<file path="src/rtl/vedic_pkg.sv">
// Shared widths and the 16-bit ripple-carry block for the Vedic multiplier.
package vedic_pkg;

    localparam int PP_W   = 32;
    localparam int HALF_W = 16;
    localparam int PROD_W = 64;

    typedef struct packed {
        logic              cout;
        logic [HALF_W-1:0] sum;
    } add_res_t;

    // Bit-serial ripple-carry add of one HALF_W slice.
    function automatic add_res_t add_w_carry(input logic [HALF_W-1:0] a,
                                             input logic [HALF_W-1:0] b,
                                             input logic              cin);
        add_res_t r;
        logic     c;
        c     = cin;
        r.sum = '0;
        for (int i = 0; i < HALF_W; i++) begin
            r.sum[i] = a[i] ^ b[i] ^ c;
            c        = (a[i] & b[i]) | (c & (a[i] ^ b[i]));
        end
        r.cout = c;
        return r;
    endfunction

endpackage

</file>
<file path="src/rtl/vedic_pp_adder.sv">
// Combinational W-bit adder chained from HALF_W ripple-carry blocks.
module vedic_pp_adder
    import vedic_pkg::*;
#(
    parameter int W = PP_W
) (
    input  logic [W-1:0] a,
    input  logic [W-1:0] b,
    input  logic         cin,
    output logic [W-1:0] sum,
    output logic         cout
);

    localparam int NBLK = W / HALF_W;

    // Each block's carry out feeds the next block's carry in.
    always_comb begin : chain
        add_res_t r;
        logic     c;
        c   = cin;
        sum = '0;
        for (int i = 0; i < NBLK; i++) begin
            r = add_w_carry(a[i*HALF_W +: HALF_W], b[i*HALF_W +: HALF_W], c);
            sum[i*HALF_W +: HALF_W] = r.sum;
            c = r.cout;
        end
        cout = c;
    end

endmodule

</file>
<file path="src/rtl/vedic_pp_combine_pipe.sv">
// Two-stage valid/ready pipeline that folds the four 16x16 partial products
// into the 64-bit product of the 32x32 Vedic multiplier.
module vedic_pp_combine_pipe
    import vedic_pkg::*;
#(
    parameter int W = PP_W
) (
    input  logic           clk,
    input  logic           rst,
    input  logic           in_valid,
    output logic           in_ready,
    input  logic [W-1:0]   q0,
    input  logic [W-1:0]   q1,
    input  logic [W-1:0]   q2,
    input  logic [W-1:0]   q3,
    output logic           out_valid,
    input  logic           out_ready,
    output logic [2*W-1:0] product,
    output logic           busy,
    output logic [15:0]    done_count
);

    localparam int H = W / 2;

    logic [2:1]     vld_pipe;      // [1] = stage 1, [2] = stage 2
    logic           adv2, ld1, ld2;

    logic [W:0]     s1_sum;        // q1 + q2 with its carry
    logic [W-1:0]   q0_r, q3_r;
    logic [2*W-1:0] p_r;

    logic [W-1:0]   s1_add;
    logic           s1_c;
    logic [W-1:0]   t_lo;
    logic           t_c;
    logic [W:0]     t;
    logic [W-1:0]   hi_sum;
    logic           hi_cout_unused;
    logic [2*W-1:0] p_nxt;

    // Ready chain: stage 2 frees when empty or popped, stage 1 frees when
    // empty or when it can move into stage 2. No skid buffer.
    assign adv2     = !vld_pipe[2] | out_ready;
    assign in_ready = !vld_pipe[1] | adv2;
    assign ld1      = in_valid & in_ready;
    assign ld2      = adv2 & vld_pipe[1];

    assign out_valid = vld_pipe[2];
    assign busy      = |vld_pipe;
    assign product   = p_r;

    vedic_pp_adder #(.W(W)) u_s1 (
        .a   (q1),
        .b   (q2),
        .cin (1'b0),
        .sum (s1_add),
        .cout(s1_c)
    );

    // Middle column: cross terms plus the upper half of al*bl.
    vedic_pp_adder #(.W(W)) u_t (
        .a   (s1_sum[W-1:0]),
        .b   ({{H{1'b0}}, q0_r[W-1:H]}),
        .cin (1'b0),
        .sum (t_lo),
        .cout(t_c)
    );

    // The full sum fits in W+1 bits, so s1_sum[W] and t_c are never both set.
    assign t = {s1_sum[W] ^ t_c, t_lo};

    // Upper word: ah*bh plus the carry-out column of the middle sum.
    // Real partial products never overflow here, so the carry is dropped.
    vedic_pp_adder #(.W(W)) u_hi (
        .a   (q3_r),
        .b   ({{(W-H-1){1'b0}}, t[W:H]}),
        .cin (1'b0),
        .sum (hi_sum),
        .cout(hi_cout_unused)
    );

    assign p_nxt = {hi_sum, t[H-1:0], q0_r[H-1:0]};

    // Valid chain: a stage clears only when its entry leaves without refill.
    always_ff @(posedge clk or posedge rst) begin
        if (rst) begin
            vld_pipe <= '0;
        end else begin
            if (ld1)      vld_pipe[1] <= 1'b1;
            else if (ld2) vld_pipe[1] <= 1'b0;
            if (ld2)            vld_pipe[2] <= 1'b1;
            else if (out_ready) vld_pipe[2] <= 1'b0;
        end
    end

    // Stage 1 data: first cross-term sum plus the pass-through corners.
    always_ff @(posedge clk or posedge rst) begin
        if (rst) begin
            s1_sum <= '0;
            q0_r   <= '0;
            q3_r   <= '0;
        end else if (ld1) begin
            s1_sum <= {s1_c, s1_add};
            q0_r   <= q0;
            q3_r   <= q3;
        end
    end

    // Stage 2 data: the product register, held while stalled.
    always_ff @(posedge clk or posedge rst) begin
        if (rst)      p_r <= '0;
        else if (ld2) p_r <= p_nxt;
    end

    // Completed output handshakes, free-running with wrap.
    always_ff @(posedge clk or posedge rst) begin
        if (rst)                         done_count <= '0;
        else if (out_valid && out_ready) done_count <= done_count + 16'd1;
    end

endmodule
</file>
<file path="config.mk">
export PLATFORM = sky130hd
export DESIGN_NAME = vedic_pp_combine_pipe
export DESIGN_NICKNAME = d
export VERILOG_FILES = /design/src/rtl/vedic_pkg.sv /design/src/rtl/vedic_pp_adder.sv /design/src/rtl/vedic_pp_combine_pipe.sv
export SDC_FILE = /design/constraint.sdc
export NUM_CORES = 1
export LEC_CHECK = 0
export BUFFER_PORTS_ARGS = -buffer_cell sky130_fd_sc_hd__buf_2
export CORE_AREA = 2 2 137 139
export DETAILED_ROUTE_END_ITERATION = 7
export DIE_AREA = 0 0 139 141
export PLACE_DENSITY_LB_ADDON = 0.05
export SYNTH_ARGS = -nofsm -noshare
export SYNTH_HDL_FRONTEND = slang
export SYNTH_SLANG_ARGS = --single-unit
</file>
<file path="constraint.sdc">
create_clock -name clk -period 14.1 [get_ports clk]
set_input_delay 0.705 -clock clk [delete_from_list [all_inputs] [get_ports clk]]
set_output_delay 0.705 -clock clk [all_outputs]
set_load 0.01 [all_outputs]
</file>
# [Word level (Yosys, flattened, before mapping)]
# Index checks and enable logic that the tools add are counted.
[word_totals] regBits=179 in_bits=132 word_cells=400
[classes] n_addsub=1 mux=4 bitwise_logic=382 n_reduce_logical=6
[ops] cell="bitwise AND 1 bit" n=159
[ops] cell="bitwise XOR 1 bit" n=159
[ops] cell="bitwise OR 1 bit" n=64
[ops] cell="adder 16 x 1 -> 16 bit, second input constant" n=1
[ops] cell="2-to-1 mux 1 bit" n=4
[ops] cell="nonzero test 2 bit" n=2
[ops] cell="zero test 1 bit" n=2
[ops] cell="OR reduction 2 bit" n=1
[ops] cell="logical AND 1 bit" n=1

# [Longest topological paths before layout]
# Gate-level depths: netlist of the first run.
[depth] word_depth=81 mapped_depth=54 depth_no_buf=54

# [Hierarchy]
# A second synthesis of the first run with hierarchy kept.
[hier_totals] hier_cells=537 area_unflattened_um2=8779.7
[by_module_without_submodules] mod="vedic_pp_combine_pipe" n_inst=1 cells_each=411 area_each_um2=6745.2 seq_area_each_um2=4479.3
[by_module_without_submodules] mod="vedic_pp_adder" n_inst=3 cells_each=42 area_each_um2=678.2 seq_area_each_um2=0.0

# [Least setup slack after synthesis of the first run]
# No wires, ideal clock.
[synth_timing] path_kind="reg-to-reg" start="register s1_sum[0]" end="register p_r[62] (netlist: product[62])" setup_ps=125 arrival_time_ps=14610 required_time_ps=13975 setup_slack_ps=-635 path_stages_with_launch=54 n_path_buf=0 cell_sequence="dfrtp_1 ha_1 fa_1 fa_1 fa_1 fa_1 fa_1 fa_1 fa_1 fa_1 fa_1 fa_1 fa_1 fa_1 fa_1 fa_1 inv_1 fa_1 (+18 left out) fa_1 inv_1 fa_1 ha_1 ha_1 ha_1 ha_1 ha_1 ha_1 ha_1 ha_1 ha_1 ha_1 ha_1 ha_1 ha_1 ha_1 mux2_2"
[synth_between] elab_chain_len=80
[synth_lines] item="start, declared" line_no="vedic_pp_combine_pipe.sv:28" text="logic [W:0] s1_sum;"
[synth_lines] item="start signal, assigned" line_no="vedic_pp_combine_pipe.sv:103" text="s1_sum <= {s1_c, s1_add};"
[synth_lines] item="bitwise AND 1 bit (*) (2 in series)" line_no="vedic_pkg.sv:23" text="c = (a[i] & b[i]) | (c & (a[i] ^ b[i]));"
[synth_lines] item="bitwise OR 1 bit (*)" line_no="vedic_pkg.sv:23"
[synth_lines] item="bitwise AND 1 bit (*)" line_no="vedic_pkg.sv:23"
[synth_lines] item="bitwise OR 1 bit (*)" line_no="vedic_pkg.sv:23"
[synth_lines] item="bitwise AND 1 bit (*)" line_no="vedic_pkg.sv:23"
[synth_lines] item="bitwise OR 1 bit (*)" line_no="vedic_pkg.sv:23"
[synth_lines] item="bitwise AND 1 bit (*)" line_no="vedic_pkg.sv:23"
[synth_lines] item="bitwise OR 1 bit (*)" line_no="vedic_pkg.sv:23"
[synth_lines] item="(+52 left out)"
[synth_lines] item="bitwise OR 1 bit" line_no="vedic_pkg.sv:23"
[synth_lines] item="bitwise AND 1 bit" line_no="vedic_pkg.sv:23"
[synth_lines] item="bitwise OR 1 bit" line_no="vedic_pkg.sv:23"
[synth_lines] item="bitwise AND 1 bit" line_no="vedic_pkg.sv:23"
[synth_lines] item="bitwise OR 1 bit (*)" line_no="vedic_pkg.sv:23"
[synth_lines] item="bitwise AND 1 bit (*) (13 in series)" line_no="vedic_pkg.sv:23"
[synth_lines] item="bitwise XOR 1 bit (*)" line_no="vedic_pkg.sv:22" text="r.sum[i] = a[i] ^ b[i] ^ c;"
[synth_lines] item="net hi_sum[30]" line_no="vedic_pp_combine_pipe.sv:37" text="logic [W-1:0] hi_sum;"
[synth_lines] item="end signal, assigned" line_no="vedic_pp_combine_pipe.sv:112" text="else if (ld2) p_r <= p_nxt;"
[synth_lines] item="end, declared" line_no="vedic_pp_combine_pipe.sv:30" text="logic [2*W-1:0] p_r;"
# The timed path passes the listed nets; every way through them passes the cells marked *.
# A chain may end at the register's enable or synchronous reset.

# [Worst setup path after layout of the first run]
# Ends and elaborated chain as after synthesis.

==> results of run 1 <==
## cells by family after synthesis
logic type / after synthesis / share of synthesized area, %
compound gates: 21 / 1.226
xor+xnor: 16 / 1.635
fa+ha+maj: 96 / 19.45
buf+inv: 63 / 3.198
flops: 179 / 52.27
mux: 142 / 18.66
simple gates: 57 / 3.563
## power by group through the flow
| stage | clock network (uW) | registers, uW | logic [uW] |
|---|---|---|---|
| floorplan | 0 | 768 | 269 |
| global placement | 0 | 737 | 485 |
| detailed placement | 0 | 743 | 499 |
| CTS | 492 | 736 | 505 |
| global route | 513 | 757 | 569 |
| finish | 479 | 737 | 498 |
## critical path, delay by kind of cell, from the launching register on
family / cells / cell delay [ns]
fa+ha+maj: 48 / 12.85
buf+inv: 4 / 0.20
flops: 1 / 0.38
mux: 1 / 0.25
## sequential cells by signal (all words and copies together) (netlist names)
signal,cells
done_count,16
product,64
q0_r,32
q3_r,32
s1_sum,33
vld_pipe,2
## layer usage
layer / part of all wire, % / GRT usage, % / vias to the layer above
met5: 0.095 / 0 / -
met4: 1.4 / 5.742 / 2
met3: 5.4 / 5.061 / 18
met2: 51 / 30.49 / 123
met1: 42 / 22.48 / 2563
li1: - / - / 2357
## synthesized netlist by cell type (all sizes together) (3+ instances only)
cell   number  share of area, %
o21ai      21               1.2
nor2        5              0.22
mux2      142                19
fa         62                14
inv        44               1.9
xnor2       6              0.61
dfrtp     179                52
buf        17               1.2
or2         3              0.22
nand2      34               1.5
or3         3              0.29
xor2       10               1.0
ha         34               5.0
## per-stage QoR
step,cell area (um^2),util (%),cells,worst slack (ns),power (uW)
after floorplan,8610,-,574,0.005371,1037
after global placement,9897,54.18,1005,-0.4472,1223
after detailed placement,9897,54.18,1005,-0.5904,1242
after CTS,10540,57.68,1037,-0.008664,1732
after global routing,10730,58.72,1038,-0.09000,1840
final,10730,58.75,1040,0.2747,1715
## worst paths after layout
path | startpoint | to | slack [ns] | cells past startpoint
max | s1_sum[0]$_DFFE_PP0P_ | product[62]$_DFFE_PP0P_ | 0.27 | 53
min | rst | product[49]$_DFFE_PP0P_ | 0.44 | 2
max reg2reg | s1_sum[0]$_DFFE_PP0P_ | product[62]$_DFFE_PP0P_ | 0.27 | 53
min reg2reg | done_count[15]$_DFFE_PP0P_ | done_count[15]$_DFFE_PP0P_ | 0.47 | 1
max in group asynchronous | rst | done_count[2]$_DFFE_PP0P_ | 12.00 | 3
min in group clk | done_count[15]$_DFFE_PP0P_ | done_count[15]$_DFFE_PP0P_ | 0.47 | 1
## cell type report
| cell class | count | share of cell area [%] |
|---|---|---|
| diodes | 3 | 0.06995 |
| clock buffers | 22 | 4.512 |
| clock inverters | 10 | 1.143 |
| inverters | 44 | 1.586 |
| multi-input cells | 332 | 38.10 |
| flip-flops and latches | 179 | 41.74 |
| well taps | 234 | 2.728 |
| repair buffers | 216 | 10.12 |
## what timing repair did
item | 4_1_cts | 5_1_grt
resized for setup | 13 | 35
hold buffers | 0 | 0
hold endpoints to repair | 0 | 0
setup endpoints to repair | 6 | 5
cloned | 0 | 0
pin swaps | 0 | 1
==> out/results.ini, run 1 <==
[status]
status=complete, no violations

[sta]
max_freq_mhz=72.33
final.setup_skew_ns=0.01223
setup_tns_ns=0
setup_viol=0
fin_hold_ws_ns=0.4352
maxSlewViolCount=0
worst_pin_slew_ns=1.061
relSlewSlack_pct=29.27
rsz0062_at_grt=yes
hold_violations=0
min_period_over_period_pct=98.05
min_period_ns=13.83

[floorplanning]
rows=50
dieArea_um2=19600
initial_core_util_pct=46.91
die_h_um=141
core-area_um2=18270
fp.dieW_um=139
ios=215

[global_route]
grt-ovfl-total=0
grt_max_degree=96
grt_pass1_wl_um=28080
grt_use_total_pct=17.96
antenna_found_initial=5
grt_pass1_vias=5732

[clock_tree]
clk_pin_slew_ns=0.06
cts_tree=done
clk_latency_ns=0.42
htreeDepth=4
cts_inserted_buffers=17
cts.sinks=179
cts_setup_buffers=0
clock_path_buffers=2
clock-root-buffer=clkbuf_16

[setup_path]
cp.arrival_ns=14.13
worstSetupPathType=reg -> reg
crit_top_cell=fa_2
start_kind=register
cp-end-kind=register
required_ns=14.40
max_stage_delay_ns=0.38
cp_max_fo=2
cpMaxStageDelayCell=dfrtp_1

[yosys]
avgSynthCellArea_um2=14.93
synthCells=574
synthDistinctLibCells=28
synth-edff-count=0
synth_ff_type=dfrtp_1
synth.ff_latch_count=179
synth_fp_nets=802
synthArstFlopShare_pct=100.0
yosysSeqAreaShare_pct=52.27
netlist_area_um2=8569
ys_warn_count=0

[place]
io_buffers=214
hpwl_um=12190
finalWeightedCongestion=0.7526

[routing]
drt_iter0_markers=175
vias=5063
wl_per_cell_um=16.13
vias_per_cell=4.868
wl_um=16780
drt-pass1-iter-count=4
ant_nets=0
drcViolationCount=0

[job]
drv_cap=0

[final_layout]
syn_to_final_growth_pct=25.23
drive_above_1_share_pct=55.92
seq_area_um2=4479
multi_input_area_um2=4089
layout_common_cells=buf_2, dfrtp_1, mux2_2
layout_commonest_cell=buf_2
n_fill_cell=1526
layout.nets=1018

[power]
switching_power_uw=524.4
p_leak_uw=0.005063
power.density_nw_per_um2=159.8
peakVddDrop_uv=90.13
combPwrFrac_pct=29.1
internal-power_uw=1190
switching_share_pct=30.59
pwr-share-seq_pct=43.0
clkPwrFrac_pct=27.9

[hold_path]
hold_class=in -> async

(Power assumes the default switching activity.)
==> run 2: changes to the inputs <==
Settings changed: REMOVE_ABC_BUFFERS set to 1.
==> out/results.ini, run 2 (synthesis gave the netlist of run 1 again) <==
[global_route]
grt_use_total_pct=17.93
antenna_found_initial=1
grt-ovfl-total=0
grt_max_degree=117
grt_pass1_wl_um=27650
grt_pass1_vias=5531

[power]
peakVddDrop_uv=87.46
p_leak_uw=0.005046
power.density_nw_per_um2=159.9

[place]
finalWeightedCongestion=0.7633
io_buffers=214
hpwl_um=12110
dpl_worst_slack_ns=-1.315

[sta]
relSlewSlack_pct=30.89
maxSlewViolCount=0
worst_slack_ns=0.2113
final.setup_skew_ns=0.008315
setup_viol=0
fin_hold_ws_ns=0.4709
min_period_over_period_pct=98.50
hold_violations=0
max_freq_mhz=72.00
rsz0062_at_grt=yes
worst_pin_slew_ns=1.037
min_period_ns=13.89

[setup_path]
critPathLaunch=s1_sum[0]$_DFFE_PP0P_
crit_top_cell=fa_2
cp.arrival_ns=14.20
start_kind=register
cpLargestDelayFamily=adder cells
worstSetupPathType=reg -> reg
worst-path-buf-inv=4
crit-reg2reg-launch=s1_sum[0]$_DFFE_PP0P_
cp-end-kind=register
cpMaxStageDelayCell=dfrtp_1
max_stage_delay_ns=0.39
required_ns=14.41
cp_max_fo=2

[routing]
vias=4996
drt-pass1-iter-count=4
wl_um=16970
drt_iter0_markers=158
wl_per_cell_um=16.36
drcViolationCount=0
ant_nets=0
vias_per_cell=4.818

[final_layout]
syn_to_final_growth_pct=25.29
finish.utilization_pct=58.77
diodes=0
layout_commonest_cell=buf_2
drive_above_1_share_pct=56.29
layout_common_cells=buf_2, dfrtp_1, mux2_2
largest_register_ff_count=64
n_fill_cell=1517
layout.nets=1019

[status]
status=complete, no violations

[floorplanning]
fp.dieW_um=139
rows=50
die_h_um=141
ios=215
core-area_um2=18270
initial_core_util_pct=46.91
dieArea_um2=19600

[hold_path]
min-delay-start=product[36]$_DFFE_PP0P_
hold_class=reg -> reg

[clock_tree]
htreeDepth=4
cts.sinks=179
clk_pin_slew_ns=0.07
cts_inserted_buffers=17
clk_latency_ns=0.42
cts_setup_buffers=0
clock-root-buffer=clkbuf_16
clock_path_buffers=2
cts_tree=done

[job]
drv_cap=0

-- run 2: per-layer routing --
layer / global-route usage (%) / up-vias / routed length, um
met2: 30.83 / 123 / 8688
met1: 22.40 / 2513 / 7167
met5: 0 / - / 13
met4: 6.326 / 2 / 283
li1: - / 2336 / -
met3: 4.246 / 22 / 814
-- run 2: worst min-delay path, delay by kind of cell, from the launching register on --
kind / cells / cell delay [ns]
flip-flops: 1 / 0.34
AO/OA/AOI/OAI: 1 / 0.06
AND/OR/NAND/NOR: 1 / 0.04
-- run 2: path summary, 6_finish.rpt --
path	to	slack [ns]	cells past startpoint
worst max-delay path	product[62]$_DFFE_PP0P_	0.21	53
worst min-delay path	product[36]$_DFFE_PP0P_	0.47	2
worst max register to register	product[62]$_DFFE_PP0P_	0.21	53
worst min register to register	product[36]$_DFFE_PP0P_	0.47	2
max in group asynchronous	s1_sum[14]$_DFFE_PP0P_	12.10	3
min in group asynchronous	q3_r[3]$_DFFE_PP0P_	0.53	2
-- run 2: repair_timing --
action / in CTS / in global routing
endpoints found under the hold margin: 0 / 0
endpoints found under the setup margin: 12 / 5
hold buffers: 0 / 0
pin swaps: 2 / 2
gates resized for setup: 55 / 15
-- run 2: power breakdown --
group | switching, uW | internal (uW)
Clock | 192 | 273
Sequential | 87.8 | 651
Combinational | 249 | 265
-- run 2: area by class of cell --
cell class                      count  area, um^2  share of cell area (%)
Inverter                           44       170.2                   1.585
Multi-Input combinational cell    332        4121                   38.39
Timing Repair Buffer              217        1094                   10.19
Tap cell                          234       292.8                   2.727
Clock buffer                       22       474.2                   4.417
Sequential cell                   179        4479                   41.72
Clock inverter                      9       105.1                  0.9789
-- run 2: metrics by stage --
step | setup TNS (ns) | power [uW] | area [um^2] | instances
2_1_floorplan | -2.430 | 1030 | 8461 | 555
3_3_place_gp | -7.401 | 1211 | 9864 | 1006
3_5_place_dp | -8.110 | 1234 | 9864 | 1006
4_1_cts | -0.1020 | 1731 | 10630 | 1037
5_1_grt | -0.1198 | 1840 | 10740 | 1037
6_report | 0 | 1717 | 10740 | 1037
==> run 3: changes to the inputs <==
Settings changed: BUFFER_PORTS_ARGS -buffer_cell sky130_fd_sc_hd__buf_2 to not set, CORE_AREA 2 2 137 139 to 2 2 128 130, DIE_AREA 0 0 139 141 to 0 0 130 132, DONT_BUFFER_PORTS set to 1.
==> out/results.ini, run 3 (synthesis gave the netlist of run 1 again) <==
[floorplanning]
die_h_um=132
dieArea_um2=17160
rows=46
fp.dieW_um=130
ios=215
core-area_um2=15710
initial_core_util_pct=54.54

[final_layout]
layout_commonest_cell=dfrtp_1
largest_register_ff_count=64
drive_above_1_share_pct=40.03
syn_to_final_growth_pct=12.00
layout_common_cells=dfrtp_1, mux2_2, inv_1
postLayoutCellArea_um2=9598
layout.nets=804

[clock_tree]
clock_path_buffers=2
cts.sinks=179
cts_inserted_buffers=17
htreeDepth=4
cts_setup_buffers=0
clk_pin_slew_ns=0.06
cts_tree=done
clk_latency_ns=0.42
clock-root-buffer=clkbuf_16

[routing]
ant_nets=0
vias_per_cell=5.313
wl_um=15500
drt-pass1-iter-count=4
drt_iter0_markers=179
vias=4277
wl_per_cell_um=19.25
drcViolationCount=0

[setup_path]
cp_max_fo=2
rrSetupSlack_ns=0.14
worstSetupPathType=reg -> reg
cp-end-kind=register
crit-reg2reg-launch=s1_sum[0]$_DFFE_PP0P_
start_kind=register
required_ns=14.40
crit_top_cell=fa_2
critPathLaunch=s1_sum[0]$_DFFE_PP0P_
r2r_end=product[62]$_DFFE_PP0P_
max_stage_delay_ns=0.38
r2r_cells=53
cp.arrival_ns=14.26
cpMaxStageDelayCell=dfrtp_1

[hold_path]
hold_class=in -> async

[sta]
max_freq_mhz=71.63
final.setup_skew_ns=0.009579
worst_pin_slew_ns=1.022
rsz0062_at_grt=yes
fin_hold_ws_ns=0.3187
worst_slack_ns=0.1397
hold_violations=0
maxSlewViolCount=0
min_period_ns=13.96
min_period_over_period_pct=99.01
setup_viol=0
relSlewSlack_pct=31.85
setup_tns_ns=0

[status]
status=complete, no violations

[power]
p_leak_uw=0.004173
power.density_nw_per_um2=166.1
peakVddDrop_uv=75.96

[global_route]
grt_max_degree=100
grt-ovfl-total=0
grt_use_total_pct=18.98
grt_pass1_wl_um=24870
grt_pass1_vias=4819
antenna_found_initial=3

[job]
drv_cap=0

[place]
hpwl_um=11030
io_buffers=0
finalWeightedCongestion=0.7684
placed_area_um2=8763
dpl_worst_slack_ns=-1.429

run 3: changes by cell type in the layout (fill, tap and decap cells not counted):
cell	change
clkbuf_1	+1
clkinvlp_4	-3
buf_4	-1
xnor2_1	-1
bufinv_16	-2
clkbuf_8	+3
ha_4	-1
ha_1	+1
xnor2_2	+1
buf_2	-214
diode_2	+2
run 3: cell type report:
class,instances,area (um^2)
Multi-Input combinational cell,332,4116
Antenna cell,2,5.005
Sequential cell,179,4479
Inverter,44,170.2
Tap cell,216,270.3
Fill cell,1198,6115
Clock buffer,26,519.2
Timing Repair Buffer,2,15.01
Clock inverter,4,22.52
run 3: what timing repair did:
item                       in CTS  in global routing
pin swaps                       2                  2
hold buffers                    0                  0
setup endpoints to repair      12                  3
gates resized for setup        62                  7
run 3: worst max-delay path by stage:
| stage | end | slack (ns) | cells past startpoint |
|---|---|---|---|
| after global routing | product[62]$_DFFE_PP0P_ | -0.16 | 53 |
| after CTS | product[62]$_DFFE_PP0P_ | 0.03 | 53 |
| after global placement | product[62]$_DFFE_PP0P_ | -1.20 | 53 |
| after floorplan | product[62]$_DFFE_PP0P_ | -0.64 | 53 |
| final | product[62]$_DFFE_PP0P_ | 0.14 | 53 |
| after detailed placement | product[62]$_DFFE_PP0P_ | -1.43 | 53 |
run 3: critical path, delay by kind of cell (launching register included):
kind | cells | cell delay [ns]
adders and majority gates | 48 | 12.98
DFF | 1 | 0.38
buffers and inverters | 4 | 0.20
muxes | 1 | 0.26
run 3: layer usage:
layer	track usage [%]	part of all wire [%]
met5	0	0
met4	7.109	2.5
met1	22.93	40
met3	7.224	8.3
met2	30.92	50
run 3: power by group:
part | internal [uW] | total, uW | switching (uW)
Sequential | 651 | 803 | 152
Combinational | 199 | 357 | 158
Clock | 251 | 435 | 184
run 3: stage by stage:
stage / total power [uW] / utilization [%] / std cells
floorplan: 1030 / - / 555
global placement: 1121 / 55.77 / 773
global route: 1703 / 61.07 / 804
finish: 1595 / 61.08 / 805
detailed placement: 1146 / 55.77 / 773
CTS: 1607 / 60.78 / 803
